--- config.mk ---
export PLATFORM = sky130hd
export DESIGN_NAME = fp_mul_tl
export DESIGN_NICKNAME = d
export VERILOG_FILES = /design/src/rtl/fp_mul_tl_pkg.sv /design/src/rtl/fp_mul_lane.sv /design/src/rtl/fp_mul_tl.sv
export SDC_FILE = /design/constraint.sdc
export NUM_CORES = 2
export LEC_CHECK = 0
export BUFFER_PORTS_ARGS = -buffer_cell sky130_fd_sc_hd__buf_2
export CAP_MARGIN = 25
export CORE_ASPECT_RATIO = 0.9
export CORE_MARGIN = 1.5
export CORE_UTILIZATION = 56
export DETAILED_ROUTE_END_ITERATION = 12
export PLACE_DENSITY = 0.7
export SYNTH_ARGS = -nofsm -noshare
export SYNTH_HDL_FRONTEND = slang
export SYNTH_SLANG_ARGS = --single-unit
--- constraint.sdc ---
create_clock -name clk -period 22 [get_ports clk]
set_clock_uncertainty 0.15 [all_clocks]
set_input_delay 2.2 -clock clk [delete_from_list [all_inputs] [get_ports clk]]
set_output_delay 2.2 -clock clk [all_outputs]
set_load 0.01 [all_outputs]
--- src/rtl/fp_mul_tl_pkg.sv ---
// Shared definitions for the dual-lane binary32 multiplier.
// Holds format constants, special-value encodings, lane indices and the
// encoding of the output serializer state. That encoding is also the
// one-hot result tag driven on res_rdy.
package fp_mul_tl_pkg;

    localparam int SIZE   = 32;
    localparam int EXP_W  = 8;
    localparam int FRAC_W = 23;
    localparam int BIAS   = 127;

    localparam logic [31:0] QNAN    = 32'h7FC00000;
    localparam logic [31:0] POS_INF = 32'h7F800000;

    localparam logic LANE0 = 1'b0;
    localparam logic LANE1 = 1'b1;

    // The SEND state is split per lane so that the state register itself
    // is the registered one-hot res_rdy tag (never 2'b11).
    typedef enum logic [1:0] {
        SER_IDLE  = 2'b00,
        SER_SEND0 = 2'b01,
        SER_SEND1 = 2'b10
    } ser_state_e;

endpackage

--- src/rtl/fp_mul_lane.sv ---
// One binary32 multiplier lane: operand capture, a three-stage datapath and
// busy/pending flags.
//   clk     : clock
//   rst     : synchronous active-low reset (control flags only)
//   start_i : load op1_i/op2_i when the lane is idle
//   op1_i   : first operand
//   op2_i   : second operand
//   ack_i   : serializer takes the pending result at this edge
//   pend_o  : result in res_o is waiting to be presented
//   res_o   : packed result
module fp_mul_lane
    import fp_mul_tl_pkg::*;
(
    input  logic            clk,
    input  logic            rst,
    input  logic            start_i,
    input  logic [SIZE-1:0] op1_i,
    input  logic [SIZE-1:0] op2_i,
    input  logic            ack_i,
    output logic            pend_o,
    output logic [SIZE-1:0] res_o
);

    localparam int MANT_W = FRAC_W + 1;
    localparam int PROD_W = 2 * MANT_W;

    // Nearest-even rounding; bit MANT_W of the result is the carry-out.
    function automatic logic [MANT_W:0] round_rne(input logic [MANT_W-1:0] m,
                                                  input logic g, input logic r,
                                                  input logic st);
        logic up;
        up = g & (r | st | m[0]);
        return {1'b0, m} + {{MANT_W{1'b0}}, up};
    endfunction

    // Exponent range saturation: overflow to signed Inf, underflow to signed zero.
    function automatic logic [SIZE-1:0] pack_sat(input logic s,
                                                 input logic signed [9:0] e,
                                                 input logic [FRAC_W-1:0] f);
        if (e >= 10'sd255)
            return {s, POS_INF[SIZE-2:0]};
        else if (e <= 10'sd0)
            return {s, {(SIZE-1){1'b0}}};
        else
            return {s, e[EXP_W-1:0], f};
    endfunction

    logic                     busy_q, pend_q;
    logic                     vld_p0_q, vld_p1_q, vld_p2_q;
    logic                     take;

    logic [SIZE-1:0]          op1_p0_q, op2_p0_q;

    logic                     sign_p1_d, sign_p1_q;
    logic signed [9:0]        exp_p1_d, exp_p1_q;
    logic [PROD_W-1:0]        prod_p1_d, prod_p1_q;
    logic                     spec_p1_d, spec_p1_q;
    logic [SIZE-1:0]          spec_val_p1_d, spec_val_p1_q;

    logic signed [9:0]        exp_p2_d, exp_p2_q;
    logic [FRAC_W-1:0]        frac_p2_d, frac_p2_q;
    logic                     sign_p2_q, spec_p2_q;
    logic [SIZE-1:0]          spec_val_p2_q;

    logic [SIZE-1:0]          res_p3_d, res_p3_q;

    logic [EXP_W-1:0]         ea, eb;
    logic [FRAC_W-1:0]        fa, fb;
    logic                     a_zero, b_zero, a_inf, b_inf, a_nan, b_nan;
    logic [MANT_W-1:0]        mant_n;
    logic                     g_n, r_n, st_n;
    logic signed [9:0]        exp_n;
    logic [MANT_W:0]          mant_r;

    assign take = start_i & ~busy_q;

    always_ff @(posedge clk) begin
        if (!rst) begin
            busy_q   <= 1'b0;
            pend_q   <= 1'b0;
            vld_p0_q <= 1'b0;
            vld_p1_q <= 1'b0;
            vld_p2_q <= 1'b0;
        end else begin
            vld_p0_q <= take;
            vld_p1_q <= vld_p0_q;
            vld_p2_q <= vld_p1_q;
            if (take)
                busy_q <= 1'b1;
            else if (ack_i)
                busy_q <= 1'b0;
            if (vld_p2_q)
                pend_q <= 1'b1;
            else if (ack_i)
                pend_q <= 1'b0;
        end
    end

    // ---- p0 -> p1: unpack, classify, multiply ----
    always_comb begin
        ea = op1_p0_q[FRAC_W +: EXP_W];
        eb = op2_p0_q[FRAC_W +: EXP_W];
        fa = op1_p0_q[FRAC_W-1:0];
        fb = op2_p0_q[FRAC_W-1:0];
        // Zero exponent covers denormals too: they are flushed to zero.
        a_zero = (ea == '0);
        b_zero = (eb == '0);
        a_inf  = (ea == '1) && (fa == '0);
        b_inf  = (eb == '1) && (fb == '0);
        a_nan  = (ea == '1) && (fa != '0);
        b_nan  = (eb == '1) && (fb != '0);

        sign_p1_d = op1_p0_q[SIZE-1] ^ op2_p0_q[SIZE-1];
        exp_p1_d  = $signed({2'b00, ea}) + $signed({2'b00, eb}) - $signed(10'(BIAS));
        prod_p1_d = {{MANT_W{1'b0}}, 1'b1, fa} * {{MANT_W{1'b0}}, 1'b1, fb};

        spec_p1_d     = 1'b1;
        spec_val_p1_d = '0;
        if (a_nan || b_nan || (a_inf && b_zero) || (b_inf && a_zero))
            spec_val_p1_d = QNAN;
        else if (a_inf || b_inf)
            spec_val_p1_d = {sign_p1_d, POS_INF[SIZE-2:0]};
        else if (a_zero || b_zero)
            spec_val_p1_d = {sign_p1_d, {(SIZE-1){1'b0}}};
        else
            spec_p1_d = 1'b0;
    end

    // ---- p1 -> p2: normalize (at most one position) and round ----
    always_comb begin
        if (prod_p1_q[PROD_W-1]) begin
            mant_n = prod_p1_q[PROD_W-1 -: MANT_W];
            g_n    = prod_p1_q[MANT_W-1];
            r_n    = prod_p1_q[MANT_W-2];
            st_n   = |prod_p1_q[MANT_W-3:0];
            exp_n  = exp_p1_q + 10'sd1;
        end else begin
            mant_n = prod_p1_q[PROD_W-2 -: MANT_W];
            g_n    = prod_p1_q[MANT_W-2];
            r_n    = prod_p1_q[MANT_W-3];
            st_n   = |prod_p1_q[MANT_W-4:0];
            exp_n  = exp_p1_q;
        end
        mant_r = round_rne(mant_n, g_n, r_n, st_n);
        if (mant_r[MANT_W]) begin
            frac_p2_d = mant_r[FRAC_W:1];
            exp_p2_d  = exp_n + 10'sd1;
        end else begin
            frac_p2_d = mant_r[FRAC_W-1:0];
            exp_p2_d  = exp_n;
        end
    end

    // ---- p2 -> p3: range check and pack ----
    always_comb begin
        res_p3_d = spec_p2_q ? spec_val_p2_q : pack_sat(sign_p2_q, exp_p2_q, frac_p2_q);
    end

    always_ff @(posedge clk) begin
        if (take) begin
            op1_p0_q <= op1_i;
            op2_p0_q <= op2_i;
        end
        if (vld_p0_q) begin
            sign_p1_q     <= sign_p1_d;
            exp_p1_q      <= exp_p1_d;
            prod_p1_q     <= prod_p1_d;
            spec_p1_q     <= spec_p1_d;
            spec_val_p1_q <= spec_val_p1_d;
        end
        if (vld_p1_q) begin
            sign_p2_q     <= sign_p1_q;
            exp_p2_q      <= exp_p2_d;
            frac_p2_q     <= frac_p2_d;
            spec_p2_q     <= spec_p1_q;
            spec_val_p2_q <= spec_val_p1_q;
        end
        if (vld_p2_q)
            res_p3_q <= res_p3_d;
    end

    assign pend_o = pend_q;
    assign res_o  = res_p3_q;

endmodule

--- src/rtl/fp_mul_tl.sv ---
// Dual-lane binary32 multiplier top: two identical lanes fed from a shared
// operand bus, with results serialized onto one output bus.
//   clk     : clock
//   rst     : synchronous active-low reset
//   op1/op2 : shared operands
//   in_rdy  : per-lane start strobes (bit k loads lane k)
//   res     : result of the lane tagged by res_rdy; holds when idle
//   res_rdy : registered one-hot tag (01 lane 0, 10 lane 1, 00 none)
module fp_mul_tl
    import fp_mul_tl_pkg::*;
#(
    parameter int SIZE = 32
) (
    input  logic            clk,
    input  logic            rst,
    input  logic [SIZE-1:0] op1,
    input  logic [SIZE-1:0] op2,
    input  logic [1:0]      in_rdy,
    output logic [SIZE-1:0] res,
    output logic [1:0]      res_rdy
);

    logic [1:0]      pend, ack;
    logic [SIZE-1:0] lane_res [2];
    ser_state_e      state_q;
    logic [SIZE-1:0] res_q;

    fp_mul_lane u_lane0 (
        .clk     (clk),
        .rst     (rst),
        .start_i (in_rdy[LANE0]),
        .op1_i   (op1),
        .op2_i   (op2),
        .ack_i   (ack[LANE0]),
        .pend_o  (pend[LANE0]),
        .res_o   (lane_res[LANE0])
    );

    fp_mul_lane u_lane1 (
        .clk     (clk),
        .rst     (rst),
        .start_i (in_rdy[LANE1]),
        .op1_i   (op1),
        .op2_i   (op2),
        .ack_i   (ack[LANE1]),
        .pend_o  (pend[LANE1]),
        .res_o   (lane_res[LANE1])
    );

    // Lane 0 wins when both are pending; lane 1 is taken on the next edge.
    assign ack[LANE0] = pend[LANE0];
    assign ack[LANE1] = pend[LANE1] & ~pend[LANE0];

    always_ff @(posedge clk) begin
        if (!rst) begin
            state_q <= SER_IDLE;
            res_q   <= '0;
        end else if (ack[LANE0]) begin
            state_q <= SER_SEND0;
            res_q   <= lane_res[LANE0];
        end else if (ack[LANE1]) begin
            state_q <= SER_SEND1;
            res_q   <= lane_res[LANE1];
        end else begin
            state_q <= SER_IDLE;
        end
    end

    assign res     = res_q;
    assign res_rdy = state_q;

endmodule

==> reports/summary.txt <==
Unique cell type count in the Yosys netlist -> 82
Total clock buffers created by CTS -> 47
Average size of a mapped cell -> 9.915 um^2
Number of flip-flops and latches in the synthesized netlist -> 438
Worst r2r path cells -> 23
Wirelength per Cell -> 21.67 um
CP Data Required Time -> 22210 ps
Count of standard-cell rows -> 110
Cell type group with the largest total delay on the critical path -> adder cells
Die area -> 102300 um^2
Peak fanout along the critical path -> 24
CP endpoint kind -> flop
Worst Max-Slew Pin Slew -> 1172 ps
RD Place Congestion -> 0.9624
Sequential fraction of the synthesis area -> 22.61%
Pins over their slew limit -> 0
WP data arrival -> 8310 ps
TNS Setup -> 0 ps
Routed Wire Length -> 152.4 mm
Number of flops mapped to enable cells by yosys -> 394
Die outline height -> 303.6 um
Outcome -> finished clean
Half-perimeter wire length of the detailed placement result -> 115.1 mm
Instance count of the mapped netlist -> 5671
Total setup violations reported at the end of the flow -> 0
Startpoint of the lowest-slack hold path -> u_lane1.spec_val_p1_q[22]
Path category of the worst min-delay check -> reg2reg
Longest Clk Path Bufs -> 3
CP max-delay cell -> sky130_fd_sc_hd__edfxtp_1
Root Driver -> sky130_fd_sc_hd__clkbuf_16
Crit-path cells -> nand2_1 -> fa_1 -> inv_1 -> fa_1 -> inv_1 -> fa_1 -> inv_1 -> fa_1 -> fa_1 -> fa_1 -> inv_1 -> fa_1 -> inv_1 -> ha_1 -> nand2_1 -> o21ai_0 -> nor2_1 -> a211o_1 -> o31ai_1 -> a221oi_1 -> o2111ai_1 -> a31oi_1 -> xnor2_1
Worst slew margin relative to its limit -> 21.89%
Startpoint of the worst-slack reg-to-reg timing path -> u_lane1.op2_p0_q[3]
Number of buffers added for setup after CTS -> 0
Setup slack, reg-to-reg -> 13900 ps
Syn nets -> 7077
Area added between synthesis and finish -> 6.255%
Reg2Reg Capture Point -> u_lane1.prod_p1_q[46]
Fmax achieved -> 123.5 MHz
Minimum clock period -> 8099 ps
Ports placed on the boundary -> 102
Initial core utilization -> 56.35%
Maximum number of pins on one net before global-route repair -> 70
Highest cell delay on the worst timing path -> 1110 ps
CTS H-tree lvls -> 2
Clk slew on worst S/H paths -> 80 ps
TritonCTS clock tree -> yes
Hold-critical path depth -> 0
All-Layer GR Usage -> 30.52%
Sum of overflow across all layers after global routing -> 0
Yosys warns -> 0
Setup repair after global routing missed its margin -> no
Final nets -> 7052
Buf+Inv Stages, Crit Path -> 5
Proportion of layout cells with a drive suffix above 1 -> 5.472%
Max-capacitance violation count -> 0
Clock Latency Late Sink -> 630 ps
Portion of the clock cycle consumed by the worst path in the final layout -> 36.82%
Routed via count divided by cell count -> 5.601
DR vias -> 39395
Antenna violations before repair -> 4
Synthesized area -> 56230 um^2
Setup slack after placement -> 14020 ps
Proportion of register bits with asynchronous set or reset after synthesis -> 0%
Total count of hold-check failures in the final report -> 0
IO Port Bufs -> 101
Global-route wire length before repair -> 236.6 mm
Drt first-iter violations -> 3339
Number of global-route vias before repair -> 40841
End point of the most critical hold path -> u_lane1.spec_val_p2_q[22]
Setup crit start kind -> flop
Post-CTS Hold Fix Bufs -> 0
Cell seen most often among critical-path stages -> sky130_fd_sc_hd__fa_1
Class of the most critical setup path -> reg2reg
Area of the core region -> 99780 um^2
Cells resized by post-CTS repair -> 0
Die boundary width -> 337.0 um
1st-pass router iterations -> 6
Final cell area excluding filler cells -> 59750 um^2
Instance area at placement -> 58050 um^2
# clock sinks -> 438
Number of nets with antenna violations after routing -> 0
Least setup slack across all paths after layout -> 13900 ps
Top flip-flop cell by instance count after synthesis -> sky130_fd_sc_hd__edfxtp_1
Final-layout worst hold slack -> 267.3 ps
Detailed-route DRC error count -> 0
sequential cells by signal, summed over array words and instances, names as in the netlist, 32 cells and up:
| register | count |
|---|---|
| u_lane0.prod_p1_q | 48 |
| res | 32 |
| u_lane1.prod_p1_q | 48 |
| u_lane0.op2_p0_q | 32 |
| u_lane0.op1_p0_q | 32 |
| u_lane1.op2_p0_q | 32 |
| u_lane1.op1_p0_q | 32 |
| u_lane0.res_o | 32 |
| u_lane1.res_o | 32 |
Yosys cell counts (all sizes together), types with 25 or more instances:
library cell	number	share of area (%)
a21o	64	0.85
nand4	50	0.56
nor2b	32	0.36
nand3	49	0.44
mux2i	52	0.93
nor3	28	0.25
edfxtp	394	21
nor2	154	1.0
nor4	45	0.51
ha	372	8.3
a21oi	151	1.4
and2	590	6.6
dfxtp	44	1.6
o21bai	25	0.33
clkbuf	240	1.6
inv	1167	7.8
xnor2	122	1.9
o21ai	104	0.94
xor2	75	1.2
fa	966	34
nand2	703	4.7
final cells by class:
cell class                 instances  area, um^2
clock inverter                    34       334.1
inverter                        1173        4403
multi-input combinational       3797       38100
antenna                            6       15.01
clock buffer                      52        1195
fill                            8347       40040
sequential                       438       12720
timing repair buffer             189        1301
tap                             1344        1682
worst max path at each step:
stage                               startpoint                     to  slack, ps  cells past startpoint
after floorplan           u_lane1.op1_p0_q[13]  u_lane1.prod_p1_q[43]      15040                     27
after global placement     u_lane0.op2_p0_q[0]  u_lane0.prod_p1_q[42]      14100                     23
after detailed placement   u_lane1.op2_p0_q[8]  u_lane1.prod_p1_q[46]      14020                     23
after CTS                  u_lane1.op2_p0_q[8]  u_lane1.prod_p1_q[46]      14050                     23
after global routing       u_lane0.op2_p0_q[0]  u_lane0.prod_p1_q[42]      13510                     23
final                      u_lane1.op2_p0_q[3]  u_lane1.prod_p1_q[46]      13900                     23
stage by stage:
step / cells / util, %
2_1_floorplan: 5671 / -
3_3_place_gp: 6931 / 58.12
3_5_place_dp: 6933 / 58.17
4_1_cts: 7019 / 59.71
5_1_grt: 7027 / 59.86
6_report: 7033 / 59.88
layer usage:
layer  global-route usage (%)  wire length (um)  vias to the layer above
li1                         -                 -                    17453
met1                    45.36             66170                    19659
met2                    42.91             62460                     2015
met3                    9.713             18910                      264
met4                    8.600              4811                        4
met5                        0                20                        -
kinds of logic (layout without fill, tap and decap cells):
family | after synthesis | count (layout) | share of synthesized area, %
AOI/OAI and AO/OA | 470 | 470 | 5.389
DFF | 438 | 438 | 22.61
buffers and inverters | 1436 | 1448 | 9.662
and+or+nand+nor | 1731 | 1731 | 15.50
xor gates and xnor gates | 197 | 197 | 3.069
adders and majority gates | 1338 | 1338 | 42.67
other | 0 | 6 | 0
muxes | 61 | 61 | 1.106
layout by cell type, fill, tap and decap left out, drive strengths merged, types with 9 or more instances in the layout:
cell    synthesis  layout
and4            9       9
xor2           75      75
ha            372     372
buf            23     189
mux2i          52      52
nand3          49      49
dfxtp          44      44
a31oi          20      20
nand4          50      50
o21bai         25      25
mux2            9       9
a21o           64      64
inv          1167    1172
nor4           45      45
xnor2         122     122
and3           16      16
nor2b          32      32
nand2         703     703
a211oi         17      17
or2             9       9
a21oi         151     151
fa            966     966
nand2b         22      22
nor2          154     154
a21boi         10      10
clkinv          6      28
clkbuf        240      52
o31ai          11      11
and2          590     590
o21ai         104     104
nor3           28      28
edfxtp        394     394
Power is not shown: default switching activity piles up to over one toggle a cycle in this logic, so the estimate is an artifact.
